`src/rtl/regfile_read_sequencer_if.sv`:
```
// -----------------------------------------------------------------------------
// regfile_read_sequencer_if
// Groups the request handshake, the write snoop, the array wordline/bitline
// bus and the operand handshake of the register-file read sequencer.
//
//   req_valid / req_ready      request handshake (decode side)
//   rs1, rs2                   operand addresses
//   wr_en, wr_addr, wr_data    array write snooped for bypass
//   ReadEnable1/2              one-hot wordlines to the array read ports
//   Bitline1/2                 shared read buses coming back from the array
//   rd_valid / rd_ready        operand handshake (consumer side)
//   rd_data1, rd_data2         registered operands
//
// Modports: slave  - the sequencer itself
//           master - the surrounding decode/array/consumer logic
// -----------------------------------------------------------------------------
interface regfile_read_sequencer_if #(
    parameter int NUM_REGS = 16,
    parameter int ADDR_W   = 4,
    parameter int WIDTH    = 16
);
    logic                req_valid;
    logic                req_ready;
    logic [ADDR_W-1:0]   rs1;
    logic [ADDR_W-1:0]   rs2;
    logic                wr_en;
    logic [ADDR_W-1:0]   wr_addr;
    logic [WIDTH-1:0]    wr_data;
    logic [NUM_REGS-1:0] ReadEnable1;
    logic [NUM_REGS-1:0] ReadEnable2;
    logic [WIDTH-1:0]    Bitline1;
    logic [WIDTH-1:0]    Bitline2;
    logic                rd_valid;
    logic                rd_ready;
    logic [WIDTH-1:0]    rd_data1;
    logic [WIDTH-1:0]    rd_data2;

    modport slave (
        input  req_valid, rs1, rs2, wr_en, wr_addr, wr_data,
               Bitline1, Bitline2, rd_ready,
        output req_ready, ReadEnable1, ReadEnable2, rd_valid, rd_data1, rd_data2
    );

    modport master (
        output req_valid, rs1, rs2, wr_en, wr_addr, wr_data,
               Bitline1, Bitline2, rd_ready,
        input  req_ready, ReadEnable1, ReadEnable2, rd_valid, rd_data1, rd_data2
    );
endinterface

```
`src/rtl/regfile_read_sequencer.sv`:
```
// -----------------------------------------------------------------------------
// regfile_read_sequencer
// Read-side controller for the BitCell register array. A two-operand request
// is accepted in IDLE, the matching one-hot wordlines are driven for two
// cycles (DRIVE lets the bitlines settle, SAMPLE captures them), and the
// captured operands are held with rd_valid until the consumer takes them.
// A write to the same register landing at the sample edge is bypassed.
//
// Ports:
//   clk   - clock, all state on the rising edge
//   rst   - asynchronous active-low reset
//   bus   - regfile_read_sequencer_if.slave (request, write snoop,
//           wordlines/bitlines, operand handshake)
//
// Parameters:
//   NUM_REGS - registers in the array (one wordline each per port)
//   ADDR_W   - register address width, NUM_REGS == 2**ADDR_W
//   WIDTH    - bits per register / bitline bus
//   ZERO_REG - nonzero: address 0 reads as zero and drives no wordline
// -----------------------------------------------------------------------------
module regfile_read_sequencer #(
    parameter int NUM_REGS = 16,
    parameter int ADDR_W   = 4,
    parameter int WIDTH    = 16,
    parameter int ZERO_REG = 0
) (
    input  logic                    clk,
    input  logic                    rst,
    regfile_read_sequencer_if.slave bus
);

    typedef enum logic [1:0] {
        ST_IDLE   = 2'd0,
        ST_DRIVE  = 2'd1,
        ST_SAMPLE = 2'd2,
        ST_HOLD   = 2'd3
    } state_t;

    state_t              state_r;
    logic                req_ready_r;
    logic [ADDR_W-1:0]   rs1_r;
    logic [ADDR_W-1:0]   rs2_r;
    logic [NUM_REGS-1:0] wl1_r;
    logic [NUM_REGS-1:0] wl2_r;
    logic                rd_valid_r;
    logic [WIDTH-1:0]    rd_data1_r;
    logic [WIDTH-1:0]    rd_data2_r;

    // One-hot wordline for an address; the hard-wired zero register has no
    // wordline so its bus is left floating and never sampled.
    function automatic logic [NUM_REGS-1:0] wordline_decode(input logic [ADDR_W-1:0] addr);
        logic [NUM_REGS-1:0] wl;
        wl = {NUM_REGS{1'b0}};
        if ((ZERO_REG != 0) && (addr == {ADDR_W{1'b0}})) begin
            wl = {NUM_REGS{1'b0}};
        end else begin
            wl[addr] = 1'b1;
        end
        return wl;
    endfunction

    // Operand value at the sample edge: zero register first, then a write
    // landing on the same edge (the cell has not updated yet), then the bus.
    function automatic logic [WIDTH-1:0] operand_select(
        input logic [ADDR_W-1:0] addr,
        input logic              snoop_en,
        input logic [ADDR_W-1:0] snoop_addr,
        input logic [WIDTH-1:0]  snoop_data,
        input logic [WIDTH-1:0]  bitline
    );
        logic [WIDTH-1:0] val;
        if ((ZERO_REG != 0) && (addr == {ADDR_W{1'b0}})) begin
            val = {WIDTH{1'b0}};
        end else if (snoop_en && (snoop_addr == addr)) begin
            val = snoop_data;
        end else begin
            val = bitline;
        end
        return val;
    endfunction

    // Sequencer FSM; every output is a register so wordlines never glitch.
    always_ff @(posedge clk or negedge rst) begin
        if (!rst) begin
            state_r     <= ST_IDLE;
            req_ready_r <= 1'b1;
            rs1_r       <= {ADDR_W{1'b0}};
            rs2_r       <= {ADDR_W{1'b0}};
            wl1_r       <= {NUM_REGS{1'b0}};
            wl2_r       <= {NUM_REGS{1'b0}};
            rd_valid_r  <= 1'b0;
            rd_data1_r  <= {WIDTH{1'b0}};
            rd_data2_r  <= {WIDTH{1'b0}};
        end else begin
            case (state_r)
                ST_IDLE: begin
                    if (bus.req_valid) begin
                        rs1_r       <= bus.rs1;
                        rs2_r       <= bus.rs2;
                        wl1_r       <= wordline_decode(bus.rs1);
                        wl2_r       <= wordline_decode(bus.rs2);
                        req_ready_r <= 1'b0;
                        state_r     <= ST_DRIVE;
                    end else begin
                        state_r     <= ST_IDLE;
                    end
                end
                ST_DRIVE: begin
                    // Wordlines stay up; this cycle only lets the bitlines settle.
                    state_r <= ST_SAMPLE;
                end
                ST_SAMPLE: begin
                    rd_data1_r <= operand_select(rs1_r, bus.wr_en, bus.wr_addr,
                                                 bus.wr_data, bus.Bitline1);
                    rd_data2_r <= operand_select(rs2_r, bus.wr_en, bus.wr_addr,
                                                 bus.wr_data, bus.Bitline2);
                    wl1_r      <= {NUM_REGS{1'b0}};
                    wl2_r      <= {NUM_REGS{1'b0}};
                    rd_valid_r <= 1'b1;
                    state_r    <= ST_HOLD;
                end
                ST_HOLD: begin
                    // Operands are a snapshot; later writes are not tracked here.
                    if (bus.rd_ready) begin
                        rd_valid_r  <= 1'b0;
                        req_ready_r <= 1'b1;
                        state_r     <= ST_IDLE;
                    end else begin
                        state_r     <= ST_HOLD;
                    end
                end
                default: begin
                    state_r     <= ST_IDLE;
                    req_ready_r <= 1'b1;
                    wl1_r       <= {NUM_REGS{1'b0}};
                    wl2_r       <= {NUM_REGS{1'b0}};
                    rd_valid_r  <= 1'b0;
                end
            endcase
        end
    end

    assign bus.req_ready   = req_ready_r;
    assign bus.ReadEnable1 = wl1_r;
    assign bus.ReadEnable2 = wl2_r;
    assign bus.rd_valid    = rd_valid_r;
    assign bus.rd_data1    = rd_data1_r;
    assign bus.rd_data2    = rd_data2_r;

endmodule

```
`src/flat_wrapper.sv`:
```
// flat-port wrapper written by rule: the top's interface ports become plain ports
module regfile_read_sequencer_flat 
#(
    parameter int NUM_REGS = 16,
    parameter int ADDR_W   = 4,
    parameter int WIDTH    = 16,
    parameter int ZERO_REG = 0
)
  (clk, rst, bus_req_valid, bus_rs1, bus_rs2, bus_wr_en, bus_wr_addr, bus_wr_data, bus_Bitline1, bus_Bitline2, bus_rd_ready, bus_req_ready, bus_ReadEnable1, bus_ReadEnable2, bus_rd_valid, bus_rd_data1, bus_rd_data2);
  regfile_read_sequencer_if #(.NUM_REGS(NUM_REGS), .ADDR_W(ADDR_W), .WIDTH(WIDTH)) bus_i ();
  input  logic clk;
  input  logic rst;
  input wire logic [$bits(bus_i.req_valid)-1:0] bus_req_valid;
  input wire logic [$bits(bus_i.rs1)-1:0] bus_rs1;
  input wire logic [$bits(bus_i.rs2)-1:0] bus_rs2;
  input wire logic [$bits(bus_i.wr_en)-1:0] bus_wr_en;
  input wire logic [$bits(bus_i.wr_addr)-1:0] bus_wr_addr;
  input wire logic [$bits(bus_i.wr_data)-1:0] bus_wr_data;
  input wire logic [$bits(bus_i.Bitline1)-1:0] bus_Bitline1;
  input wire logic [$bits(bus_i.Bitline2)-1:0] bus_Bitline2;
  input wire logic [$bits(bus_i.rd_ready)-1:0] bus_rd_ready;
  output wire logic [$bits(bus_i.req_ready)-1:0] bus_req_ready;
  output wire logic [$bits(bus_i.ReadEnable1)-1:0] bus_ReadEnable1;
  output wire logic [$bits(bus_i.ReadEnable2)-1:0] bus_ReadEnable2;
  output wire logic [$bits(bus_i.rd_valid)-1:0] bus_rd_valid;
  output wire logic [$bits(bus_i.rd_data1)-1:0] bus_rd_data1;
  output wire logic [$bits(bus_i.rd_data2)-1:0] bus_rd_data2;
  assign bus_i.req_valid = bus_req_valid;
  assign bus_i.rs1 = bus_rs1;
  assign bus_i.rs2 = bus_rs2;
  assign bus_i.wr_en = bus_wr_en;
  assign bus_i.wr_addr = bus_wr_addr;
  assign bus_i.wr_data = bus_wr_data;
  assign bus_i.Bitline1 = bus_Bitline1;
  assign bus_i.Bitline2 = bus_Bitline2;
  assign bus_i.rd_ready = bus_rd_ready;
  assign bus_req_ready = bus_i.req_ready;
  assign bus_ReadEnable1 = bus_i.ReadEnable1;
  assign bus_ReadEnable2 = bus_i.ReadEnable2;
  assign bus_rd_valid = bus_i.rd_valid;
  assign bus_rd_data1 = bus_i.rd_data1;
  assign bus_rd_data2 = bus_i.rd_data2;
  regfile_read_sequencer #(.NUM_REGS(NUM_REGS), .ADDR_W(ADDR_W), .WIDTH(WIDTH), .ZERO_REG(ZERO_REG)) u_core (.clk(clk), .rst(rst), .bus(bus_i));
endmodule
```
`config.mk`:
```
export PLATFORM = sky130hd
export DESIGN_NAME = regfile_read_sequencer_flat
export DESIGN_NICKNAME = d
export VERILOG_FILES = /design/src/rtl/regfile_read_sequencer_if.sv /design/src/rtl/regfile_read_sequencer.sv /design/src/flat_wrapper.sv
export SDC_FILE = /design/constraint.sdc
export NUM_CORES = 1
export LEC_CHECK = 0
export ABC_AREA = 1
export CORE_MARGIN = 1
export CORE_UTILIZATION = 49
export DETAILED_ROUTE_END_ITERATION = 8
export PLACE_DENSITY = 0.83
export SLEW_MARGIN = 40
export SYNTH_ARGS = -nofsm -noshare
export SYNTH_HDL_FRONTEND = slang
export SYNTH_SLANG_ARGS = --single-unit
```
`constraint.sdc`:
```
create_clock -name clk -period 3.4 [get_ports clk]
set_clock_uncertainty 0.15 [all_clocks]
set_input_delay 0.68 -clock clk [delete_from_list [all_inputs] [get_ports clk]]
set_output_delay 0.68 -clock clk [all_outputs]
set_load 0.05 [all_outputs]
```
==> impl_metrics.json <==
{
  "port_buffers": 130,
  "syn_to_final_growth_pct": 40.4,
  "post-route-period-util_pct": 73.6,
  "cts_setup_buffers": 0,
  "insertion_delay_ns": 0.34,
  "clkTransAtPathRegs_ns": 0.09,
  "vias_per_cell": 5.24,
  "grt_usage_pct": 26.4,
  "worst_path_dominant_cell_family": "buffers and inverters",
  "cpPeakStageDelay_ns": 0.79,
  "fp.dieH_um": 90.0,
  "post-route-util_pct": 72.3,
  "synth_largest_area_cell": "dfrtp_1",
  "place_congestion": 0.895,
  "powerDensity_mw_per_mm2": 829,
  "die_w_um": 90.0,
  "finalSetupViolCount": 0,
  "fin_tns_setup_ns": 0,
  "dr_wl_met3_mm": 1.07,
  "ant_nets": 0,
  "start_kind": "register",
  "slew_headroom_pct": 54.4,
  "die_area_mm2": 0.00811,
  "p_switching_uw": 2110,
  "avgSynthCellArea_um2": 7.98,
  "diodes": 0,
  "met1_length_mm": 4.41,
  "cts_buffers": 9,
  "cts_num_sinks": 76,
  "synth_cells": 476,
  "route.detailed.drc": 0,
  "ys_ff_latch": 76,
  "seqPwrFrac_pct": 30.7,
  "hold_viol_final": 0,
  "layout-drive-gt1-share_pct": 8.31,
  "cp_max_fo": 2,
  "power_frac_comb_pct": 52.2,
  "start_util_pct": 51.5,
  "crit_path_end_kind": "primary output",
  "fmax_mhz": 400,
  "cts_max_path_buffers": 2,
  "sw_frac_of_total_pct": 47.8,
  "tightest_slew_ns": 0.683,
  "synth_area_mm2": 0.00380,
  "cts_tree": "built",
  "reg2reg_depth": 8,
  "topRoutingLayerUsed": "met4",
  "overflow": 0,
  "setup.worst_path.class": "register to primary output",
  "cts-hold-fix-buffers": 0,
  "fp.coreArea_mm2": 0.00737,
  "fin_nets": 662,
  "synth_area_leaders": "dfrtp_1 (49%), nand2_1 (13%), nand3_1 (9.1%), inv_1 (6.5%), nand4_1 (5.4%)",
  "cts_root_buf": "clkbuf_8",
  "final_cell_mix": "nand2_1 (131), clkdlybuf4s50_1 (129), dfrtp_1 (75), nand3_1 (69), inv_1 (66)",
  "grt_pass1_vias": 3587,
  "vdd_ir_drop_max_v": 0.000365,
  "timing.rr.end": "u_core.bus.ReadEnable2[10]",
  "crit_slowest_cell": "clkdlybuf4s50_1",
  "wire_per_inst_um": 14.9,
  "path_cells": "clkdlybuf4s50_1",
  "p_leak_uw": 0.00266,
  "grt_max_degree": 77,
  "seq_area_frac_synth_pct": 50.1,
  "ios": 131,
  "p_int_uw": 2310,
  "rsz0062_at_grt": "false",
  "worstPathBufferInverterCount": 1,
  "cts_resized": 0,
  "hp-class": "primary input to async pin",
  "dr.pass1.iters": 5,
  "layout_min_cycle_time_ns": 2.50,
  "rrSetupSlack_ns": 1.43,
  "clock_power_share_pct": 17.0,
  "slew_viol_final": 0,
  "ys_warn_count": 0,
  "wl_met2_mm": 4.80,
  "final_common_cell": "nand2_1",
  "required_ns": 2.57,
  "crit_arrival_ns": 1.67,
  "synth.distinct_cells": 25,
  "drtIter0Drc": 152,
  "finalWirelength_mm": 10.5,
  "vias": 3673,
  "synth_nets": 541,
  "grt_pass1_wl_mm": 17.2,
  "dp_hpwl_mm": 7.24,
  "timing.max_cap.violations": 0,
  "rows": 31,
  "synth_top_cell_area_share_pct": 49.4,
  "regToRegStartpoint": "u_core.state_r[1]",
  "antenna_found_initial": 0,
  "cts_max_level": 3,
  "status": "completed"
}
per-layer routing:
metal / global-route usage [%] / vias up
met4: 7.26 / 0
met5: 0 / -
met2: 42.0 / 210
li1: - / 1767
met3: 7.61 / 17
met1: 35.4 / 1679
how the worst max path moves through the flow:
| stage | start | cells after the start | slack, ns | end |
|---|---|---|---|---|
| floorplan | bus_wr_addr[0] | 7 | 1.74 | u_core.bus.rd_data1[10] |
| global placement | bus_wr_addr[0] | 7 | 0.96 | u_core.bus.rd_data2[1] |
| detailed placement | bus_req_valid | 6 | 0.91 | u_core.bus.ReadEnable2[10] |
| CTS | u_core.bus.req_ready | 1 | 0.88 | bus_req_ready |
| global route | u_core.bus.req_ready | 1 | 0.86 | bus_req_ready |
| finish | u_core.bus.req_ready | 1 | 0.90 | bus_req_ready |
stage by stage:
| step | total power, µW | area, µm² | setup WS [ns] | hold slack (ns) | cells |
|---|---|---|---|---|---|
| final | 4420 | 5330 | 0.899 | 0.187 | 701 |
| after global routing | 4660 | 5330 | 0.863 | 0.242 | 701 |
| after CTS | 4430 | 5330 | 0.881 | 0.232 | 701 |
| after detailed placement | 3680 | 5110 | 0.913 | 0.316 | 685 |
| after global placement | 3640 | 5110 | 0.961 | 0.306 | 685 |
| after floorplan | 2970 | 3800 | 1.74 | 0.234 | 476 |
state kept, by name, indices dropped and copies added, names as in the netlist:
name                    count
u_core.rs2_r                4
u_core.rs1_r                4
u_core.bus.rd_data1        16
u_core.bus.req_ready        1
u_core.bus.rd_valid         1
u_core.bus.ReadEnable1     16
u_core.state_r              2
u_core.bus.rd_data2        16
u_core.bus.ReadEnable2     16
layout make-up:
type                       count  area (µm²)
tap                           99         124
timing repair buffer         133        1330
clock inverter                 6        87.6
fill                         562        2040
clock buffer                  10         128
inverter                      74         280
sequential                    76        1900
multi-input combinational    303        1480
synth_stat cells:
library cell and number:
nand4_1 33, nand2_4 1, a21oi_1 2, nor3_1 1, dfstp_2 1, o21ai_0 27, or2_1 2, dfrtp_1 75
nor2_2 1, buf_1 1, inv_2 8, nor2_8 2, nand2_1 131, o211ai_1 1, nor2_4 2, nand2_2 14
clkbuf_1 2, inv_1 66, nand3_1 69, buf_2 14, nor2_1 7, nand3_4 2, buf_4 4, buf_6 2
o21ai_1 8
logic make-up after synthesis:
group / after synthesis / synth area share [%]
AOI/OAI and AO/OA: 38 / 5.07
buffers and inverters: 97 / 10.8
DFF: 76 / 50.1
and+or+nand+nor: 265 / 34.0
power groups by stage:
stage	Sequential, µW	Clock (µW)	Combinational [µW]
global route	1390	799	2470
detailed placement	1370	0	2310
floorplan	2130	0	832
global placement	1360	0	2280
finish	1360	753	2310
CTS	1360	762	2310
Note: power is estimated with default switching activity, not from simulation.
